## src/rtl/toggle_handshake_receiver_pkg.sv

```systemverilog
// Shared definitions for the toggle handshake receiver: FSM state codes and
// default parameter values.
package toggle_handshake_receiver_pkg;

  typedef enum logic [1:0] {
    ST_INIT = 2'd0,
    ST_IDLE = 2'd1,
    ST_HOLD = 2'd2
  } state_t;

  localparam int DEF_SYNC_STAGES = 2;
  localparam int DEF_DATA_W      = 8;
  localparam int DEF_CNT_W       = 8;

endpackage

```

## src/rtl/toggle_handshake_receiver_sync_chain.sv

```systemverilog
// Multi-flop synchroniser for a single asynchronous level (the sender's
// request toggle). Resets to 0.
module toggle_handshake_receiver_sync_chain #(
  parameter int STAGES = 2
) (
  input  logic clk,
  input  logic reset_async,
  input  logic d,
  output logic q
);

  logic [STAGES-1:0] chain;

  always_ff @(posedge clk or negedge reset_async) begin
    if (!reset_async) begin
      chain <= '0;
    end else begin
      chain <= {chain[STAGES-2:0], d};
    end
  end

  assign q = chain[STAGES-1];

endmodule

```

## src/rtl/toggle_handshake_receiver.sv

```systemverilog
// Receiving end of a two-phase request/acknowledge link: each synchronised
// req_tgl toggle becomes one valid/ready event; acceptance toggles ack_tgl.
module toggle_handshake_receiver
  import toggle_handshake_receiver_pkg::*;
#(
  parameter int SYNC_STAGES = DEF_SYNC_STAGES,
  parameter int DATA_W      = DEF_DATA_W,
  parameter int CNT_W       = DEF_CNT_W
) (
  input  logic              clk,
  input  logic              reset_async,
  input  logic              req_tgl,
  input  logic [DATA_W-1:0] data_in,
  input  logic              evt_ready,
  input  logic              clr_err,
  output logic              evt_valid,
  output logic [DATA_W-1:0] evt_data,
  output logic              ack_tgl,
  output logic [CNT_W-1:0]  evt_cnt,
  output logic              proto_err,
  output state_t            dbg_state
);

  localparam int INIT_W = $clog2(SYNC_STAGES + 1);

  // Handshake: evt_valid rises with evt_data stable and stays high until the
  // cycle evt_ready is also high; that edge completes the transfer. evt_ready
  // while evt_valid is low has no effect.

  state_t              state_q, state_d;
  logic [INIT_W-1:0]   init_cnt_q, init_cnt_d;
  logic                req_seen_q, req_seen_d;
  logic [DATA_W-1:0]   evt_data_q, evt_data_d;
  logic                ack_q, ack_d;
  logic [CNT_W-1:0]    cnt_q, cnt_d;
  logic                err_q, err_d;
  logic                err_set;
  logic                sync_q;
  logic                toggle_det;

  toggle_handshake_receiver_sync_chain #(
    .STAGES (SYNC_STAGES)
  ) u_sync (
    .clk         (clk),
    .reset_async (reset_async),
    .d           (req_tgl),
    .q           (sync_q)
  );

  assign toggle_det = (sync_q != req_seen_q);

  always_ff @(posedge clk or negedge reset_async) begin
    if (!reset_async) begin
      state_q    <= ST_INIT;
      init_cnt_q <= '0;
      req_seen_q <= 1'b0;
      evt_data_q <= '0;
      ack_q      <= 1'b0;
      cnt_q      <= '0;
      err_q      <= 1'b0;
    end else begin
      state_q    <= state_d;
      init_cnt_q <= init_cnt_d;
      req_seen_q <= req_seen_d;
      evt_data_q <= evt_data_d;
      ack_q      <= ack_d;
      cnt_q      <= cnt_d;
      err_q      <= err_d;
    end
  end

  always_comb begin
    state_d    = state_q;
    init_cnt_d = init_cnt_q;
    req_seen_d = req_seen_q;
    evt_data_d = evt_data_q;
    ack_d      = ack_q;
    cnt_d      = cnt_q;
    err_set    = 1'b0;
    case (state_q)
      // Track the synchronised level until the chain has filled, so the
      // request level present at reset is absorbed rather than seen as an event.
      ST_INIT: begin
        req_seen_d = sync_q;
        if (init_cnt_q == INIT_W'(SYNC_STAGES)) begin
          state_d = ST_IDLE;
        end else begin
          init_cnt_d = init_cnt_q + INIT_W'(1);
        end
      end
      ST_IDLE: begin
        if (toggle_det) begin
          evt_data_d = data_in;
          req_seen_d = sync_q;
          state_d    = ST_HOLD;
        end
      end
      ST_HOLD: begin
        if (toggle_det) begin
          err_set    = 1'b1;
          req_seen_d = sync_q;
        end
        if (evt_ready) begin
          ack_d   = ~ack_q;
          cnt_d   = cnt_q + CNT_W'(1);
          state_d = ST_IDLE;
        end
      end
      default: state_d = ST_INIT;
    endcase
    err_d = err_set ? 1'b1 : (clr_err ? 1'b0 : err_q);
  end

  assign evt_valid = (state_q == ST_HOLD);
  assign evt_data  = evt_data_q;
  assign ack_tgl   = ack_q;
  assign evt_cnt   = cnt_q;
  assign proto_err = err_q;
  assign dbg_state = state_q;

endmodule
```

## config.mk

```make
export PLATFORM = sky130hd
export DESIGN_NAME = toggle_handshake_receiver
export DESIGN_NICKNAME = d
export VERILOG_FILES = /design/src/rtl/toggle_handshake_receiver_pkg.sv /design/src/rtl/toggle_handshake_receiver_sync_chain.sv /design/src/rtl/toggle_handshake_receiver.sv
export SDC_FILE = /design/constraint.sdc
export NUM_CORES = 1
export LEC_CHECK = 0
export CAP_MARGIN = 20
export CELL_PAD_IN_SITES_DETAIL_PLACEMENT = 1
export CELL_PAD_IN_SITES_GLOBAL_PLACEMENT = 2
export CORE_AREA = 5 5 56 82
export CTS_BUF_LIST = sky130_fd_sc_hd__clkbuf_4
export CTS_CLUSTER_SIZE = 25
export DETAILED_ROUTE_END_ITERATION = 6
export DIE_AREA = 0 0 61 87
export PLACE_DENSITY = 0.77
export SLEW_MARGIN = 10
export SYNTH_ARGS = -nofsm -noshare
export SYNTH_HDL_FRONTEND = slang
export SYNTH_HIERARCHICAL = 1
export SYNTH_SLANG_ARGS = --single-unit
```

## constraint.sdc

```tcl
create_clock -name clk -period 4.65 [get_ports clk]
set_clock_uncertainty 0.15 [all_clocks]
set_input_delay 0.93 -clock clk [delete_from_list [all_inputs] [get_ports clk]]
set_output_delay 0.93 -clock clk [all_outputs]
set_load 0.02 [all_outputs]
```

[Yosys cells after proc, flatten, opt, wreduce, memory -nomap -nowiden]
Cells that the tools add are included.
Widths: inputs -> output; s select.
Storage, ports and cells
  register bits after elaboration: 25
  input port bits: 13
  output and inout bits: 21
  logic and storage cells: 39
Operators by class
  $add $sub $neg: 2
  equality and inequality tests: 8
  muxes and demuxes: 10
  bitwise gates (word level): 2
  reductions and logical operators: 9
Operators with widths (number)
  $add 8x1->8 const B: 1
  $reduce_and 2->1: 4
  $mux 2: 3
  $ne 2x2->1 const B: 3
  $pmux 2 s3: 1
  $mux 1: 5
  $eq 2x2->1 const B: 2
  $reduce_bool 2->1: 2
  $reduce_and 3->1: 1
  $add 2x1->2 const B: 1
  $eq 2x1->1 const B: 1
  $logic_not 2->1: 1
  $ne 2x1->1 const B: 1
  $not 1->1: 2
  $pmux 1 s2: 1
  $reduce_or 2->1: 1
  $ne 1x1->1: 1

[Longest topological paths before layout]
  word-level depth: 4
  depth in mapped cells: 5
  gate-level depth less buffers: 5

[Hierarchy]
Netlist, hierarchy kept.
Modules (own cells, without submodules)
  toggle_handshake_receiver: times used 1, cells each 82, area each 1042.2 um^2, seq. area each 575.6 um^2
  toggle_handshake_receiver_sync_chain: times used 1, cells each 2, area each 50.0 um^2, seq. area each 50.0 um^2

[Worst setup path after synthesis]
Ideal clock, no wire load.
  path kind: reg-to-output
  from: reg state_q[0], in the netlist dbg_state[0]
  to: out evt_valid
  arrival time: 913 ps
  data required time: 3570 ps
  path slack: 2657 ps
  stages on the path, launching flop included: 3
  buffers on the path: 0
  path through: dfrtp_1 inv_1 ha_1
On the way
  word-level cells in the longest chain between the ends: 1
Ends and longest elaborated chain
  start: declaration: line toggle_handshake_receiver.sv:30  | state_t state_q, state_d;
  start signal: assignment: line toggle_handshake_receiver.sv:62  | state_q <= state_d;
  $eq 2x2->1: line toggle_handshake_receiver.sv:114  | assign evt_valid = (state_q == ST_HOLD);
  end: declaration: line toggle_handshake_receiver.sv:16  | output logic evt_valid,
No other way between the ends.

[Worst setup path after layout]
Ends and elaborated chain as after synthesis.

==> impl_metrics.env <==
export IMPL_status="complete, no violations"
export IMPL_cts_root_buf="clkbuf_4"
export IMPL_syn_to_final_growth_pct=37.7
export IMPL_cts_hold_buffers_added=0
export IMPL_drt_pass1_iter_count=4
export IMPL_nNetsFinal=142
export IMPL_cts_tree="built"
export IMPL_syn_inst=84
export IMPL_start_util_pct=28.3
export IMPL_timing_fmax_mhz=354
export IMPL_routedWlPerCell_um=14.6
export IMPL_clock_sinks=25
export IMPL_arrival_ns=1.75
export IMPL_drv_cap=0
export IMPL_dpl_cell_area_sq_um=1480
export IMPL_holdCritStartpoint="u_sync/chain[0]"
export IMPL_period_minus_slack_ns=2.83
export IMPL_antenna_found_initial=0
export IMPL_startpoint_type="register"
export IMPL_grt_pass1_wl_um=4140
export IMPL_vdd_ir_drop_max_mv=0.377
export IMPL_cts_resized=0
export IMPL_yosysSeqAreaShare_pct=57.3
export IMPL_core_area_sq_um=3850
export IMPL_dpl_hpwl_um=1940
export IMPL_drt_iter0_markers=8
export IMPL_die_x_um=61
export IMPL_synth_largest_area_cell="dfrtp_1"
export IMPL_drcViolationCount=0
export IMPL_die_h_um=87
export IMPL_regArea_sq_um=626
export IMPL_htreeDepth=1
export IMPL_grtUsageTotal_pct=10.5
export IMPL_setup_tns_final_ns=0
export IMPL_post_route_period_util_pct=60.8
export IMPL_slowest_delay_ns=0.62
export IMPL_fillers=441
export IMPL_p_per_area_nw_per_um2=685
export IMPL_synthDistinctLibCells=21
export IMPL_synth_main_ff_cell="dfrtp_1"
export IMPL_worstPathCellList="inv_1 -> ha_1 -> clkdlybuf4s50_1"
export IMPL_avgSynthCellArea_sq_um=13.0
export IMPL_synthMostInstantiatedCell="dfrtp_1"
export IMPL_setup_viol=0
export IMPL_rsz0062_at_grt="no"
export IMPL_worst_path_max_fanout=4
export IMPL_ys_ff_latch=25
export IMPL_drive_gt1_share_pct=15.7
export IMPL_worstSetupStartpoint="dbg_state[0]"
export IMPL_async_reset_ff_share_pct=100
export IMPL_synth_common_cells="dfrtp_1, mux2_2, inv_1"
export IMPL_p_total_mw=1.03
export IMPL_required_ns=3.57
export IMPL_synthTopCellsByArea="dfrtp_1, mux2_2, ha_1"
export IMPL_drt_wl_total_um=2420
export IMPL_multi_input_area_sq_um=437
export IMPL_reg2reg_depth=5
export IMPL_synth_edff_count=0
export IMPL_r2r_end="evt_cnt[7]"
export IMPL_ios=34
export IMPL_gp_congestion=0.828
export IMPL_ant_nets=0
export IMPL_leakage_nw=0.667
export IMPL_first_global_vias=818
export IMPL_slew_viol_final=0
export IMPL_fp_dieArea_sq_um=5310
export IMPL_post_cts_buffers=0
export IMPL_grt_overflow=0
export IMPL_clockBufferDepth=2
export IMPL_clk_latency_ns=0.32
export IMPL_vias_per_cell=4.53
export IMPL_port_buffers=33
export IMPL_syn_num_nets=104
export IMPL_vias=752
export IMPL_yosys_area_top_type_share_pct=57.3
export IMPL_slowest_stage="clkdlybuf4s50_1"
export IMPL_yosys_warnings=6
export IMPL_slew_headroom_pct=61.6
export IMPL_r2r_slack_ns=2.99
export IMPL_diodes=0
export IMPL_worst_slew_pin_slew_ns=0.575
export IMPL_grt_max_degree=26
export IMPL_synth_area_sq_um=1090
export IMPL_end_kind="primary output"
export IMPL_numCtsBuffers=3
export IMPL_timing_hold_worst_class="register to register"
export IMPL_hold_viol_final=0
export IMPL_fin_area_sq_um=1500
export IMPL_timing_rr_start="dbg_state[0]"
export IMPL_endpoint="evt_valid"
export IMPL_critical_path_class="register to primary output"
export IMPL_rows=28
export IMPL_clk_pin_slew_ns=0.15
[power by group]
part           leakage [nW]  switching (mW)  total (mW)  internal [mW]
Clock                0.0139          0.0677       0.101         0.0328
Combinational         0.356           0.270       0.549          0.279
Sequential            0.297          0.0717       0.380          0.309
Total                 0.667           0.409        1.03          0.620
[layout make-up]
class | count | area share [%]
clock buffers | 3 | 1.50
repair buffers | 33 | 21.6
flip-flops and latches | 25 | 41.6
multi-input cells | 51 | 29.0
clock inverters | 1 | 0.499
inverters | 8 | 2.00
well taps | 45 | 3.74
[critical path, delay by kind of cell, from the launching register on]
family     cells  cell delay (ns)
flops          1             0.44
buf+inv        2             0.75
fa+ha+maj      1             0.23
[per-layer routing]
layer	vias to the layer above	share of wire, %	global-route usage [%]
met1	389	39	13.0
met3	2	2.5	1.19
met5	-	0	0
met4	0	1.6	4.14
met2	11	57	18.0
li1	350	-	-
[worst min path at each step]
stage | to | cells after the start | slack, ns
floorplan | u_sync/chain[1] | 0 | 0.18
global placement | u_sync/chain[1] | 0 | 0.19
detailed placement | u_sync/chain[1] | 0 | 0.19
CTS | u_sync/chain[1] | 0 | 0.22
global route | u_sync/chain[1] | 0 | 0.23
finish | u_sync/chain[1] | 0 | 0.22
[state kept, by name, indices dropped and copies added, names as in the netlist]
signal and count:
ack_tgl 1, evt_cnt 8, u_sync/chain 2, dbg_state 2, proto_err 1, init_cnt_q 2
req_seen_q 1, evt_data 8
[logic make-up after synthesis]
group / synth area share (%)
muxes: 11.2
AOI/OAI and AO/OA: 3.89
DFF: 57.3
adders and majority gates: 8.02
xor gates and xnor gates: 8.71
buffers and inverters: 2.75
and+or+nand+nor: 8.13
[through the flow]
stage | instances | worst slack, ns | util, % | hold WS (ns)
CTS | 166 | 1.79 | 39.2 | 0.221
detailed placement | 162 | 2.17 | 38.4 | 0.186
floorplan | 84 | 2.66 | - | 0.181
global route | 166 | 1.72 | 39.0 | 0.230
global placement | 162 | 2.23 | 38.4 | 0.187
finish | 166 | 1.82 | 39.0 | 0.218
[cells in the final DEF, fill, tap and decap left out]
cell             Yosys  final
nor2_1               4      4
ha_1                 7      7
o21bai_1             1      1
xor2_2               1      1
o21ai_0              3      3
xor2_1               3      3
nand2b_1             1      1
nand4_1              1      1
xnor2_1              6      6
clkdlybuf4s50_1      0     32
clkinvlp_4           0      1
nand3_1              2      2
mux2i_1              1      1
buf_2                0      1
nand2_1              5      5
o221a_2              1      1
dfrtp_1             25     25
mux2_2              10     10
nand2_4              1      1
inv_1                8      8
o22a_1               1      1
clkbuf_4             0      3
nor4_1               1      1
nand3_2              1      1
nor3_1               1      1
Power figures use the tool's default switching activity.
